[src/rtl/ram_bist_pkg.sv]
// Shared types and the test-pattern formula for the RAM BIST master.
package ram_bist_pkg;

  typedef enum logic [2:0] {
    StIdle,
    StWr,
    StWrGap,
    StRd,
    StRdGap,
    StDone
  } bist_state_e;

  // Full-width result; callers truncate to their data width.
  function automatic logic [31:0] pat(input int unsigned seed, input int unsigned step,
                                      input int unsigned p, input int unsigned a);
    return seed + a + p * step;
  endfunction

endpackage

[src/rtl/ram_bist_master_if.sv]
// Single-port RAM valid/ready request bus between the BIST master and the RAM.
interface ram_bist_master_if #(
  parameter int unsigned ADDR_WIDTH = 4,
  parameter int unsigned WIDTH      = 8
);
  logic                  valid;
  logic                  wr_rd;
  logic [ADDR_WIDTH-1:0] addr;
  logic [WIDTH-1:0]      wdata;
  logic [WIDTH-1:0]      rdata;
  logic                  ready;

  modport master (output valid, wr_rd, addr, wdata, input rdata, ready);
  modport slave  (input valid, wr_rd, addr, wdata, output rdata, ready);
endinterface

[src/rtl/ram_bist_pattern_gen.sv]
// Combinational pattern generator: pat(p, a) = SEED + a + p*PASS_STEP mod 2**WIDTH.
module ram_bist_pattern_gen
  import ram_bist_pkg::*;
#(
  parameter int unsigned WIDTH      = 8,
  parameter int unsigned ADDR_WIDTH = 4,
  parameter int unsigned PASS_W     = 2,
  parameter int unsigned SEED       = 8'hA5,
  parameter int unsigned PASS_STEP  = 8'h3C
) (
  input  logic [PASS_W-1:0]     pass_i,
  input  logic [ADDR_WIDTH-1:0] addr_i,
  output logic [WIDTH-1:0]      pat_o
);

  assign pat_o = WIDTH'(pat(SEED, PASS_STEP, 32'(pass_i), 32'(addr_i)));

endmodule

[src/rtl/ram_bist_master.sv]
// RAM BIST initiator: NUM_PASSES write-then-read-compare passes over DEPTH words.
// Optional first-mismatch capture ports are enabled by defining RAM_BIST_FIRST_FAIL_EN.
module ram_bist_master
  import ram_bist_pkg::*;
#(
  parameter int unsigned DEPTH      = 16,
  parameter int unsigned WIDTH      = 8,
  parameter int unsigned ADDR_WIDTH = 4,
  parameter int unsigned NUM_PASSES = 3,
  parameter int unsigned SEED       = 8'hA5,
  parameter int unsigned PASS_STEP  = 8'h3C,
  parameter int unsigned ERR_W      = 8
) (
  input  logic                  clk,
  input  logic                  rst,
  input  logic                  start,
  output logic                  busy,
  output logic                  done,
  output logic                  pass_ok,
  output logic [ERR_W-1:0]      err_cnt,
`ifdef RAM_BIST_FIRST_FAIL_EN
  output logic [ADDR_WIDTH-1:0] fail_addr,
  output logic [WIDTH-1:0]      fail_exp,
  output logic [WIDTH-1:0]      fail_act,
`endif
  ram_bist_master_if.master     bus
);

  localparam int unsigned PASS_W = (NUM_PASSES > 1) ? $clog2(NUM_PASSES) : 1;
  localparam logic [ADDR_WIDTH-1:0] LastAddr = ADDR_WIDTH'(DEPTH - 1);
  localparam logic [PASS_W-1:0]     LastPass = PASS_W'(NUM_PASSES - 1);

  bist_state_e           state_q;
  logic [PASS_W-1:0]     pass_q;
  logic [ADDR_WIDTH-1:0] addr_q;
  logic                  valid_q, wr_rd_q, busy_q, done_q, pass_ok_q;
  logic [WIDTH-1:0]      wdata_q;
  logic [ERR_W-1:0]      err_q;
`ifdef RAM_BIST_FIRST_FAIL_EN
  logic [ADDR_WIDTH-1:0] fail_addr_q;
  logic [WIDTH-1:0]      fail_exp_q, fail_act_q;
`endif

  logic                  last_addr;
  logic [ADDR_WIDTH-1:0] next_addr;
  logic [PASS_W-1:0]     pg_pass;
  logic [ADDR_WIDTH-1:0] pg_addr;
  logic [WIDTH-1:0]      pat_w;
  logic                  mismatch;

  // Outputs are registered, so the generator looks one step ahead to the
  // (pass, addr) the next request will carry; in RD it gives the current one.
  always_comb begin
    last_addr = (addr_q == LastAddr);
    next_addr = last_addr ? '0 : addr_q + ADDR_WIDTH'(1);
    pg_pass   = pass_q;
    pg_addr   = addr_q;
    case (state_q)
      StIdle: begin
        pg_pass = '0;
        pg_addr = '0;
      end
      StWrGap: pg_addr = next_addr;
      StRdGap: begin
        pg_addr = next_addr;
        if (last_addr) pg_pass = pass_q + PASS_W'(1);
      end
      default: ;
    endcase
  end

  ram_bist_pattern_gen #(
    .WIDTH      (WIDTH),
    .ADDR_WIDTH (ADDR_WIDTH),
    .PASS_W     (PASS_W),
    .SEED       (SEED),
    .PASS_STEP  (PASS_STEP)
  ) u_pattern_gen (
    .pass_i (pg_pass),
    .addr_i (pg_addr),
    .pat_o  (pat_w)
  );

  assign mismatch = (bus.rdata != pat_w);

  always_ff @(posedge clk or posedge rst) begin
    if (rst) begin
      state_q     <= StIdle;
      pass_q      <= '0;
      addr_q      <= '0;
      valid_q     <= 1'b0;
      wr_rd_q     <= 1'b0;
      wdata_q     <= '0;
      busy_q      <= 1'b0;
      done_q      <= 1'b0;
      pass_ok_q   <= 1'b1;
      err_q       <= '0;
`ifdef RAM_BIST_FIRST_FAIL_EN
      fail_addr_q <= '0;
      fail_exp_q  <= '0;
      fail_act_q  <= '0;
`endif
    end else begin
      done_q <= 1'b0;
      case (state_q)
        StIdle: begin
          if (start) begin
            state_q     <= StWr;
            busy_q      <= 1'b1;
            pass_q      <= '0;
            addr_q      <= '0;
            err_q       <= '0;
            pass_ok_q   <= 1'b1;
            valid_q     <= 1'b1;
            wr_rd_q     <= 1'b1;
            wdata_q     <= pat_w;
`ifdef RAM_BIST_FIRST_FAIL_EN
            fail_addr_q <= '0;
            fail_exp_q  <= '0;
            fail_act_q  <= '0;
`endif
          end
        end
        StWr: begin
          if (bus.ready) begin
            valid_q <= 1'b0;
            state_q <= StWrGap;
          end
        end
        StWrGap: begin
          addr_q  <= next_addr;
          valid_q <= 1'b1;
          if (last_addr) begin
            wr_rd_q <= 1'b0;
            state_q <= StRd;
          end else begin
            wdata_q <= pat_w;
            state_q <= StWr;
          end
        end
        StRd: begin
          if (bus.ready) begin
            valid_q <= 1'b0;
            state_q <= StRdGap;
            if (mismatch) begin
              if (err_q != '1) err_q <= err_q + ERR_W'(1);
              pass_ok_q <= 1'b0;
`ifdef RAM_BIST_FIRST_FAIL_EN
              // pass_ok still set means this is the run's first mismatch.
              if (pass_ok_q) begin
                fail_addr_q <= addr_q;
                fail_exp_q  <= pat_w;
                fail_act_q  <= bus.rdata;
              end
`endif
            end
          end
        end
        StRdGap: begin
          addr_q <= next_addr;
          if (!last_addr) begin
            valid_q <= 1'b1;
            state_q <= StRd;
          end else if (pass_q == LastPass) begin
            done_q  <= 1'b1;
            state_q <= StDone;
          end else begin
            pass_q  <= pass_q + PASS_W'(1);
            valid_q <= 1'b1;
            wr_rd_q <= 1'b1;
            wdata_q <= pat_w;
            state_q <= StWr;
          end
        end
        StDone: begin
          busy_q  <= 1'b0;
          state_q <= StIdle;
        end
        default: state_q <= StIdle;
      endcase
    end
  end

  assign bus.valid = valid_q;
  assign bus.wr_rd = wr_rd_q;
  assign bus.addr  = addr_q;
  assign bus.wdata = wdata_q;
  assign busy      = busy_q;
  assign done      = done_q;
  assign pass_ok   = pass_ok_q;
  assign err_cnt   = err_q;
`ifdef RAM_BIST_FIRST_FAIL_EN
  assign fail_addr = fail_addr_q;
  assign fail_exp  = fail_exp_q;
  assign fail_act  = fail_act_q;
`endif

endmodule

[src/flat_wrapper.sv]
// flat-port wrapper written by rule: the top's interface ports become plain ports
module ram_bist_master_flat import ram_bist_pkg::*;
#(
  parameter int unsigned DEPTH      = 16,
  parameter int unsigned WIDTH      = 8,
  parameter int unsigned ADDR_WIDTH = 4,
  parameter int unsigned NUM_PASSES = 3,
  parameter int unsigned SEED       = 8'hA5,
  parameter int unsigned PASS_STEP  = 8'h3C,
  parameter int unsigned ERR_W      = 8
)
  (clk, rst, start, busy, done, pass_ok, err_cnt, bus_valid, bus_wr_rd, bus_addr, bus_wdata, bus_rdata, bus_ready);
  ram_bist_master_if #(.ADDR_WIDTH(ADDR_WIDTH), .WIDTH(WIDTH)) bus_i ();
  input  logic clk;
  input  logic rst;
  input  logic start;
  output logic busy;
  output logic done;
  output logic pass_ok;
  output logic [ERR_W-1:0] err_cnt;
  output wire logic [$bits(bus_i.valid)-1:0] bus_valid;
  output wire logic [$bits(bus_i.wr_rd)-1:0] bus_wr_rd;
  output wire logic [$bits(bus_i.addr)-1:0] bus_addr;
  output wire logic [$bits(bus_i.wdata)-1:0] bus_wdata;
  input wire logic [$bits(bus_i.rdata)-1:0] bus_rdata;
  input wire logic [$bits(bus_i.ready)-1:0] bus_ready;
  assign bus_valid = bus_i.valid;
  assign bus_wr_rd = bus_i.wr_rd;
  assign bus_addr = bus_i.addr;
  assign bus_wdata = bus_i.wdata;
  assign bus_i.rdata = bus_rdata;
  assign bus_i.ready = bus_ready;
  ram_bist_master #(.DEPTH(DEPTH), .WIDTH(WIDTH), .ADDR_WIDTH(ADDR_WIDTH), .NUM_PASSES(NUM_PASSES), .SEED(SEED), .PASS_STEP(PASS_STEP), .ERR_W(ERR_W)) u_core (.clk(clk), .rst(rst), .start(start), .busy(busy), .done(done), .pass_ok(pass_ok), .err_cnt(err_cnt), .bus(bus_i));
endmodule
[config.mk]
export PLATFORM = sky130hd
export DESIGN_NAME = ram_bist_master_flat
export DESIGN_NICKNAME = d
export VERILOG_FILES = /design/src/rtl/ram_bist_pkg.sv /design/src/rtl/ram_bist_master_if.sv /design/src/rtl/ram_bist_pattern_gen.sv /design/src/rtl/ram_bist_master.sv /design/src/flat_wrapper.sv
export SDC_FILE = /design/constraint.sdc
export NUM_CORES = 1
export LEC_CHECK = 0
export BUFFER_PORTS_ARGS = -buffer_cell sky130_fd_sc_hd__buf_4
export CAP_MARGIN = 10
export CORE_MARGIN = 1.5
export CORE_UTILIZATION = 45
export CTS_CLUSTER_DIAMETER = 80
export DETAILED_ROUTE_END_ITERATION = 12
export HOLD_SLACK_MARGIN = 0.06
export PLACE_DENSITY = 0.66
export SYNTH_ARGS = -nofsm -noshare
export SYNTH_HDL_FRONTEND = slang
export SYNTH_SLANG_ARGS = --single-unit
[constraint.sdc]
create_clock -name clk -period 4.5 [get_ports clk]
set_input_delay 0.9 -clock clk [delete_from_list [all_inputs] [get_ports clk]]
set_output_delay 0.9 -clock clk [all_outputs]
set_load 0.05 [all_outputs]
== After elaboration in Yosys (flattened, before gate mapping) ==
Cells that the tools add are included.

* Register bits: 30
* Bits in latches: 0
* RAM bits: 0
* ROM bits: 0
* Input bits: 12
* Output and inout bits: 25
* Logic and storage cells: 96
* Memories kept: 0

* Add/subtract/negate cells: 5
* $mul: 1
* Divide/modulo/power cells: 0
* $lt $le $gt $ge: 0
* Equality and inequality tests: 20
* Shifts and indexed selects: 0
* Mux-type cells: 42
* Bitwise logic cells: 0
* Reduce and logical (&&, ||, !) cells: 18

{| class="wikitable"
|+ Operators by type and width
! operator !! count
|-
| 2-to-1 mux 8 bit || 8
|-
| case mux 8 bit (3 select lines) || 1
|-
| case mux 4 bit (2 select lines) || 2
|-
| case mux 8 bit (2 select lines) || 1
|-
| 2-to-1 mux 3 bit || 5
|-
| case mux 3 bit (5 select lines) || 1
|-
| AND reduction 5 bit || 3
|-
| AND reduction 4 bit || 3
|-
| 2-to-1 mux 1 bit || 11
|-
| 2-to-1 mux 2 bit || 5
|-
| inequality test 2 x 1 -> 1 bit, second input constant || 5
|-
| inequality test 2 bit, second input constant || 5
|-
| adder 8 x 1 -> 8 bit, second input constant || 1
|-
| adder 8 x 4 -> 8 bit, first input constant || 1
|-
| adder 8 bit || 1
|-
| 2-to-1 mux 4 bit || 2
|-
| inequality test 8 bit || 1
|-
| inequality test 8 bit, second input constant || 1
|-
| case mux 2 bit (2 select lines) || 2
|-
| nonzero test 2 bit || 4
|-
| equality test 3 x 2 -> 1 bit, second input constant || 2
|-
| equality test 3 bit, second input constant || 2
|-
| multiplier 2 x 4 -> 6 bit, second input constant || 1
|-
| adder 4 x 1 -> 4 bit, second input constant || 1
|-
| 14 further kinds || 17
|}

== Longest topological paths before layout ==
Gate-level depths: netlist of the first run.

* Depth after elaboration: 9
* Mapped depth: 17
* Gate-level depth less buffers: 16

== Modules after synthesis ==
Synthesis of the first run repeated with hierarchy kept, for this count alone.

* Cells, all modules: 235
* Area, all modules: 2135.8 sq um

{| class="wikitable"
|+ By module, submodules not included
! module !! times used !! cells each !! area an instance (sq um) !! seq. area each (sq um)
|-
| ram_bist_master || 1 || 203 || 1860.5 || 752.0
|-
| ram_bist_pattern_gen || 1 || 32 || 275.3 || 0.0
|}

== Least setup slack after synthesis of the first run ==
Ideal clock, no wire load.

* Path kind: register to register
* Start point: register u_core.addr_q[0], in the netlist u_core.bus.addr[0]
* End point: register u_core.err_q[7], in the netlist u_core.err_cnt[7]
* Library setup time: 0.085 ns
* Arrival time: 4.001 ns
* Required time: 4.415 ns
* Setup slack: 0.414 ns
* Cell stages (with the launch flop): 18
* Path buffers: 1
* Clock period less this slack: 4.086 ns
* Cell sequence: dfrtp_1 > ha_1 > nand3_1 > clkbuf_1 > nand2_1 > o21ai_0 > nand2_1 > and2_1 > inv_1 > fa_1 > inv_1 > ha_1 > and3b_1 > or3_1 > a211oi_2 > o2111ai_4 > nand4_2 > mux2i_1

* Longest elaborated chain between the ends: 8
* Elaborated cells on any way between the ends: 12
* Classes of those cells: add/sub (3); mul (1); eq/ne (3); mux (4); reduce/logical (1)

{| class="wikitable"
|+ Ends and longest elaborated chain
! element !! RTL line !! source
|-
| from (decl) || ram_bist_master.sv:35 || <nowiki>logic [ADDR_WIDTH-1:0] addr_q;</nowiki>
|-
| from (signal assigned) || ram_bist_master.sv:131 || <nowiki>addr_q <= next_addr;</nowiki>
|-
| from (signal assigned) || ram_bist_master.sv:160 || <nowiki>addr_q <= next_addr;</nowiki>
|-
| equality test 4 bit or adder 4 x 1 -> 4 bit (tied branches) || ram_bist_master.sv:54, ram_bist_master.sv:55 ||
|-
| 2-to-1 mux 2 bit or 2-to-1 mux 4 bit (tied branches) || ram_bist_master.sv:66, ram_bist_master.sv:55 ||
|-
| case mux 2 bit (2 select lines) or case mux 4 bit (2 select lines) (tied branches) || ram_bist_master.sv:58 || <nowiki>case (state_q)</nowiki>
|-
| multiplier 2 x 4 -> 6 bit or adder 8 x 4 -> 8 bit (tied branches) || ram_bist_pkg.sv:16 || <nowiki>return seed + a + p * step;</nowiki>
|-
| adder 8 bit (*) || ram_bist_pkg.sv:16 ||
|-
| inequality test 8 bit (*) || ram_bist_master.sv:84 || <nowiki>assign mismatch = (bus.rdata != pat_w);</nowiki>
|-
| inequality test 2 x 1 -> 1 bit (no line) (*) || - ||
|-
| AND reduction 5 bit (no line) (*) || - ||
|-
| to (signal assigned) || ram_bist_master.sv:146 || <nowiki>if (err_q != '1) err_q <= err_q + ERR_W'(1);</nowiki>
|-
| to (decl) || ram_bist_master.sv:38 || <nowiki>logic [ERR_W-1:0] err_q;</nowiki>
|}

Mark *: on every way between the ends. The rest lies on a longest branch, timed or not.
A chain may end at the register's enable or synchronous reset.

== Worst setup path after layout of the first run ==
* Start point: register u_core.addr_q[0], in the netlist u_core.bus.addr[0]
* End point: register u_core.err_q[3], in the netlist u_core.err_cnt[3]

The elaborated chain is that of the path after synthesis.

==> metrics.md, run 1 <==
| Metric | Value |
|---|---|
| Status | `complete, no violations` |
| Final min period | `4.20 ns` |
| Crit Path Category | `reg -> reg` |
| # hold bufs at CTS | `0` |
| Crit-path max cell delay | `0.43 ns` |
| Number of clock sinks | `30` |
| Cells on Worst Hold Path | `2` |
| Largest net degree at the start of global routing | `31` |
| Global Route Usage Sum | `20.3%` |
| Power density over the cells | `697 nW/um^2` |
| Multi-input logic area | `1350 um^2` |
| Slew Limit Fails | `0` |
| CP Capture Type | `flip-flop` |
| Dominant cell type by area after synthesis | `dfrtp_1` |
| Height of the die | `73.0 um` |
| Area fraction in compound gates after synthesis | `18.1%` |
| Worst Skew | `0.00575 ns` |
| FF-to-FF path depth | `16` |
| Critical path peak fanout | `12` |
| Worst-Margin Slew | `0.547 ns` |
| Vias in the first global route | `1769` |
| DIE AREA | `5330 um^2` |
| CP Launch Type | `flip-flop` |
| Unrepaired setup endpoints after global routing | `no` |
| Worst hold path class | `reg -> reg` |
| Mux contribution to synthesized area | `5.17%` |
| Setup Viol. Count Final | `0` |
| Post-synth top area share | `32.9%` |
| TritonCTS clock tree | `done` |
| Core box area | `4720 um^2` |
| Worst VDD drop | `0.330 mV` |
| Routed wire per std cell | `13.9 um` |
| Share of layout cells above drive strength 1 | `21.3%` |
| Max-cap violations | `0` |
| Main area contributors after synthesis | `dfrtp_1 (33%), ha_1 (7.4%), nand2_1 (6.1%)` |
| Largest family of logic cells by synthesized area | `simple AND/OR/NAND/NOR gates` |
| Global-route wire length before repair | `8.20 mm` |
| Relative slew slack | `63.3%` |
| Antenna diode count | `0` |
| Num rows | `25` |
| H-tree depth | `2` |
| Number of synthesized flops with an enable pin | `0` |
| Clk buf depth | `2` |
| Register area share after synthesis | `34.1%` |
| Clock Tree Root | `clkbuf_8` |
| Netlist Area Pre-Place | `2200 um^2` |
| R2r startpoint | `u_core.bus.addr[0]` |
| Port Buffers | `36` |
| DP Area | `2550 um^2` |
| Worst Hold Endpoint | `u_core.bus.wdata[6]` |
| Hold slack final | `0.482 ns` |
| Mean Syn Cell Area | `8.85 um^2` |
| Final instance area | `2640 um^2` |
| Synthesized instance count | `249` |
| Sum of negative setup slack | `0 ns` |
| Routed Antenna Nets | `0` |
| Vias | `1910` |
| Path length in cells of the critical path | `16` |
| Count of different cell masters after synthesis | `52` |
| XOR/XNOR Fraction of Synth Area | `7.04%` |
| Final nets | `312` |
| Area Overhead vs Synth | `20.0%` |
| I/O pins | `37` |
| CP Data Required Time | `4.71 ns` |
| Worst hold start | `u_core.bus.wdata[6]` |
| Crit path DAT | `4.41 ns` |
| Remaining Overflow, GRT | `0` |
| HPWL Detailed | `3.68 mm` |
| Fin. Hold Viols | `0` |
| Drt total wl | `4.90 mm` |
| Adder-Cell Fraction of Synth Area | `8.75%` |
| Clk pin slew, worst setup/hold paths | `0.07 ns` |
| CP max stage cell | `dfrtp_1` |
| Pre-Repair DR Iteration Count | `4` |
| Crit path buf inv count | `2` |
| Critical path cell sequence | `ha_1 -> nand3_1 -> and2_1 -> o21ai_0 -> nand2_1 -> a22o_1 -> inv_1 -> fa_1 -> inv_1 -> ha_1 -> and3b_1 -> or3_1 -> a211oi_2 -> o2111ai_4 -> nand3_1 -> mux2i_1` |
| Vias per inst | `5.40` |
| Syn nets | `275` |
| Filler cells | `445` |
| Storage cell area | `752 um^2` |
| Post-synthesis simple-gate area fraction | `22.4%` |
| YS warnings | `0` |
| Clk_lat worst skew | `0.29 ns` |
| Post-synth top flop | `dfrtp_1` |
| P_leak | `1.29 nW` |
| Reg-to-reg slack, setup | `0.30 ns` |
| Worst R2R End | `u_core.err_cnt[3]` |
| FMAX | `238 MHz` |
| Initial antenna violation count | `0` |
| Yosys reg bits | `30` |
| Initial Util | `46.6%` |
| Total CTS buffers | `5` |
| DR iter-0 viols | `93` |
| Post-route DRC | `0` |
| Placer Congestion | `0.836` |
| Top Family by Delay on Critical Path | `simple AND/OR/NAND/NOR gates` |
| Die Wd | `73.0 um` |
| Asr flop ratio synth | `100%` |
| Final period util | `93.3%` |
-- routing by layer --
metal  global-route usage (%)  share of wire [%]  up-vias
li1                         -                  -      959
met1                     27.9                 49      893
met2                     30.5                 45       51
met3                     4.70                4.8        7
met4                     9.22                1.5        0
met5                        0                  0        -
-- how the worst max path moves through the flow --
stage	from	end
floorplan	u_core.bus.addr[0]	u_core.err_cnt[7]
global placement	u_core.bus.addr[0]	u_core.err_cnt[4]
detailed placement	u_core.bus.addr[0]	u_core.err_cnt[3]
CTS	u_core.bus.addr[0]	u_core.err_cnt[3]
global route	u_core.bus.addr[0]	u_core.err_cnt[4]
finish	u_core.bus.addr[0]	u_core.err_cnt[3]
-- report_power, final --
| part | switching, mW | internal [mW] |
|---|---|---|
| registers | 0.0766 | 0.358 |
| logic | 0.718 | 0.455 |
| clock network | 0.113 | 0.123 |
| total | 0.908 | 0.936 |
-- Yosys cell counts, drive strengths merged, types with 2 or more instances --
library cell   n
a21o           5
nand2         37
o31ai          4
and2           2
nor2b          4
o22ai          2
inv           14
and3b          2
nor2          15
o21ai         16
nor3           3
nand3b         2
xnor2          8
ha            13
a21oi          9
o311ai         4
xor2           4
nand2b         6
or2            2
a22o           6
dfrtp         29
a31oi          2
nand4          4
buf            7
clkbuf         4
mux2           3
mux2i          8
nor4           2
and3           4
nand3         11
-- layout make-up --
cell class | count | share of cell area, %
multi-input combinational | 194 | 51.2
sequential | 30 | 28.4
timing repair buffer | 41 | 11.6
tap | 67 | 3.17
clock buffer | 6 | 3.12
inverter | 14 | 1.99
clock inverter | 2 | 0.473
-- cell families after synthesis --
logic type	after synthesis
XOR/XNOR	14
buffers and inverters	25
AND/OR/NAND/NOR	98
multiplexers	11
flip-flops	30
AO/OA/AOI/OAI	56
adder cells (fa/ha/maj)	15
-- worst register-to-register path, cell delays in order (launching register included) --
cell	delay, ns
dfrtp_1	0.43
ha_1	0.28
nand3_1	0.32
and2_1	0.28
o21ai_0	0.15
nand2_1	0.07
a22o_1	0.24
inv_1	0.07
fa_1	0.40
inv_1	0.08
ha_1	0.28
and3b_1	0.24
or3_1	0.37
a211oi_2	0.30
o2111ai_4	0.25
nand3_1	0.16
mux2i_1	0.20
-- per-stage QoR --
step / utilization [%] / setup WS (ns) / power, mW / instances
6_report: 56.0 / 0.299 / 1.84 / 354
5_1_grt: 56.0 / 0.0419 / 1.99 / 354
4_1_cts: 56.0 / 0.284 / 1.85 / 354
3_5_place_dp: 54.0 / 0.294 / 1.61 / 346
3_3_place_gp: 54.0 / 0.462 / 1.60 / 346
2_1_floorplan: - / 0.414 / 1.33 / 249
-- cells in the final DEF, fill, tap and decap left out, types with 3 or more instances in the layout --
master / netlist / layout
xor2_1: 4 / 4
mux2_2: 3 / 3
nor2_1: 15 / 15
clkbuf_8: 0 / 6
o21ai_0: 16 / 16
a22o_1: 6 / 6
nand2_1: 36 / 36
ha_1: 13 / 13
o31ai_1: 4 / 4
nand2b_1: 5 / 5
dfrtp_1: 29 / 29
mux2i_1: 8 / 8
nor3_1: 3 / 3
a21o_1: 5 / 5
and3_1: 4 / 4
xnor2_1: 8 / 8
nand4_1: 3 / 3
inv_1: 14 / 14
buf_4: 0 / 41
nand3_1: 11 / 11
nor2b_1: 4 / 4
a21oi_1: 9 / 9
-- timing repair --
| item | 4_1_cts | 5_1_grt |
|---|---|---|
| endpoints found under the setup margin | 0 | 1 |
| buffers inserted | 0 | 0 |
| endpoints found under the hold margin | 0 | 0 |
| resized for setup | 0 | 1 |
-- flip-flops by register name, summed over array words and instances, names as in the netlist --
name,cells
u_core.pass_q,2
u_core.bus.wdata,8
u_core.bus.valid,1
u_core.state_q,3
u_core.done,1
u_core.bus.wr_rd,1
u_core.busy,1
u_core.err_cnt,8
u_core.bus.addr,4
u_core.pass_ok,1
Power figures use the tool's default switching activity.
==> run 2: changes to the inputs <==
- CORE_ASPECT_RATIO: unset -> 1.25
==> metrics.md, run 2 (same netlist as run 1, synthesis figures left out) <==
| Metric | Value |
|---|---|
| Post-layout util | `55.7% (-0.26 points)` |
| Port Buffers | `36 (unchanged)` |
| Worst setup margin | `0.393 ns (+0.0936 ns)` |
| Final nets | `312 (unchanged)` |
| Clock Tree Root | `clkbuf_8` |
| Largest net degree at the start of global routing | `31 (unchanged)` |
| Power density over the cells | `696 nW/um^2 (-0.18%)` |
| Global Route Usage Sum | `19.2% (-1.1 points)` |
| Critical path peak fanout | `12 (unchanged)` |
| Crit Path Category | `reg -> reg` |
| Vias in the first global route | `1694 (-4.2%)` |
| Max-cap violations | `0 (unchanged)` |
| Die Wd | `65.6 um (-10%)` |
| Routed wire per std cell | `13.7 um (-0.92%)` |
| H-tree depth | `2 (unchanged)` |
| Share of layout cells above drive strength 1 | `21.3% (unchanged)` |
| Worst-Margin Slew | `0.527 ns (-0.0196 ns)` |
| Relative slew slack | `64.7% (+1.3 points)` |
| Total CTS buffers | `5 (unchanged)` |
| Crit path buf inv count | `2 (unchanged)` |
| Worst VDD drop | `0.322 mV (-2.3%)` |
| Number of clock sinks | `30 (unchanged)` |
| Initial antenna violation count | `0 (unchanged)` |
| TritonCTS clock tree | `done` |
| Global-route wire length before repair | `7.88 mm (-3.9%)` |
| Top Family by Delay on Critical Path | `simple AND/OR/NAND/NOR gates` |
| Most common cell after layout, fill and taps aside | `buf_4` |
| P_leak | `1.29 nW (unchanged)` |
| I/O pins | `37 (unchanged)` |
| Placer Congestion | `0.928 (+11%)` |
| Pre-CTS setup slack | `0.373 ns (+0.0787 ns)` |
| Crit-path max cell delay | `0.43 ns (about the same)` |
| DR iter-0 viols | `68 (-27%)` |
| Height of the die | `81.2 um (+11%)` |
| Clk pin slew, worst setup/hold paths | `0.07 ns (about the same)` |
| Antenna diode count | `0 (unchanged)` |
| Vias per inst | `5.48 (+1.5%)` |
| Sum of negative setup slack | `0 ns (unchanged)` |
| Vias | `1901 (-0.47%)` |
| CP Launch Type | `flip-flop` |
| Initial Util | `46.6% (-0.062 points)` |
| Final Power | `1.83 mW (-0.51%)` |
| Worst hold path class | `reg -> reg` |
| Clk_lat worst skew | `0.28 ns (about the same)` |
| Setup Viol. Count Final | `0 (unchanged)` |
| # hold bufs at CTS | `0 (unchanged)` |
| FMAX | `243 MHz (+2.3%)` |
| Clk buf depth | `2 (unchanged)` |
| Filler cells | `460 (+3.4%)` |
| Status | `complete, no violations` |
| CP Data Required Time | `4.71 ns (about the same)` |
| CP max stage cell | `dfrtp_1` |
| Remaining Overflow, GRT | `0 (unchanged)` |
| Final period util | `91.3% (-2.1 points)` |
| Slew Limit Fails | `0 (unchanged)` |
| Post-route DRC | `0 (unchanged)` |
| Pre-Repair DR Iteration Count | `4 (unchanged)` |
| Drt total wl | `4.76 mm (-2.9%)` |
| Num rows | `28 (+12%)` |
| Most frequent cells in the layout | `buf_4 (41), nand2_1 (36), dfrtp_1 (29)` |
| DIE AREA | `5330 um^2 (about the same)` |
| HPWL Detailed | `3.63 mm (-1.2%)` |
| Crit path DAT | `4.31 ns (-0.10 ns)` |
| Critical path cell sequence | `ha_1 -> nand3_1 -> and2_1 -> o21ai_0 -> nand2_1 -> a22o_1 -> inv_1 -> fa_1 -> inv_1 -> ha_1 -> and3b_1 -> or3_1 -> a211oi_2 -> o2111ai_4 -> nand3_1 -> mux2i_1` |
| Fin. Hold Viols | `0 (unchanged)` |
| CP Capture Type | `flip-flop` |
| Unrepaired setup endpoints after global routing | `no` |
| Final min period | `4.11 ns (-0.0936 ns)` |
| Core box area | `4730 um^2 (+0.13%)` |
| Area Overhead vs Synth | `19.6%` |
| Hold slack final | `0.486 ns (+0.00434 ns)` |
| Routed Antenna Nets | `0 (unchanged)` |
| Worst Skew | `0.00564 ns (-0.000106 ns)` |
run 2: final timing paths:
kind	start	to	slack, ns	cells after the start
worst max register to register	u_core.bus.addr[0]	u_core.err_cnt[2]	0.39	16
max in group asynchronous	rst	u_core.pass_ok	3.50	3
worst min register to register	u_core.bus.wdata[5]	u_core.bus.wdata[5]	0.49	2
worst min-delay path	u_core.bus.wdata[5]	u_core.bus.wdata[5]	0.49	2
min in group asynchronous	rst	u_core.err_cnt[4]	0.69	3
worst max-delay path	u_core.bus.addr[0]	u_core.err_cnt[2]	0.39	16
run 2: timing repair:
action,4_1_cts,5_1_grt
gates resized for setup,0,1
setup endpoints to repair,0,3
setup buffers,0,0
run 2: routing by layer:
layer / up-vias / global-route usage, % / share of wire (%)
li1: 958 / - / -
met2: 54 / 33.2 / 49
met4: 0 / 4.58 / 0.65
met3: 2 / 5.40 / 5.0
met1: 887 / 23.7 / 45
met5: - / 0 / 0
run 2: through the flow:
stage               cells  area [um^2]
CTS                   347         2640
floorplan             249         2200
global placement      339         2540
global route          347         2640
finish                347         2640
detailed placement    339         2540
run 2: cell type report:
type	instances	area, um^2	share of cell area, %
timing repair buffer	41	308	11.7
sequential	30	752	28.5
tap	60	75.1	2.85
clock buffer	6	82.6	3.13
multi-input combinational	194	1350	51.3
clock inverter	2	12.5	0.475
inverter	14	52.6	1.99
run 2: worst reg2reg max path: stages, from the launching register on:
cell and delay (ns):
dfrtp_1 0.43, ha_1 0.28, nand3_1 0.33, and2_1 0.28, o21ai_0 0.14, nand2_1 0.07
a22o_1 0.24, inv_1 0.07, fa_1 0.40, inv_1 0.06, ha_1 0.26, and3b_1 0.23
or3_1 0.36, a211oi_2 0.29, o2111ai_4 0.25, nand3_1 0.17, mux2i_1 0.19
run 2: power by group:
group	internal (mW)	switching [mW]	total [mW]	leakage (nW)
logic	0.454	0.714	1.17	0.862
clock network	0.123	0.108	0.231	0.0472
registers	0.358	0.0776	0.435	0.377
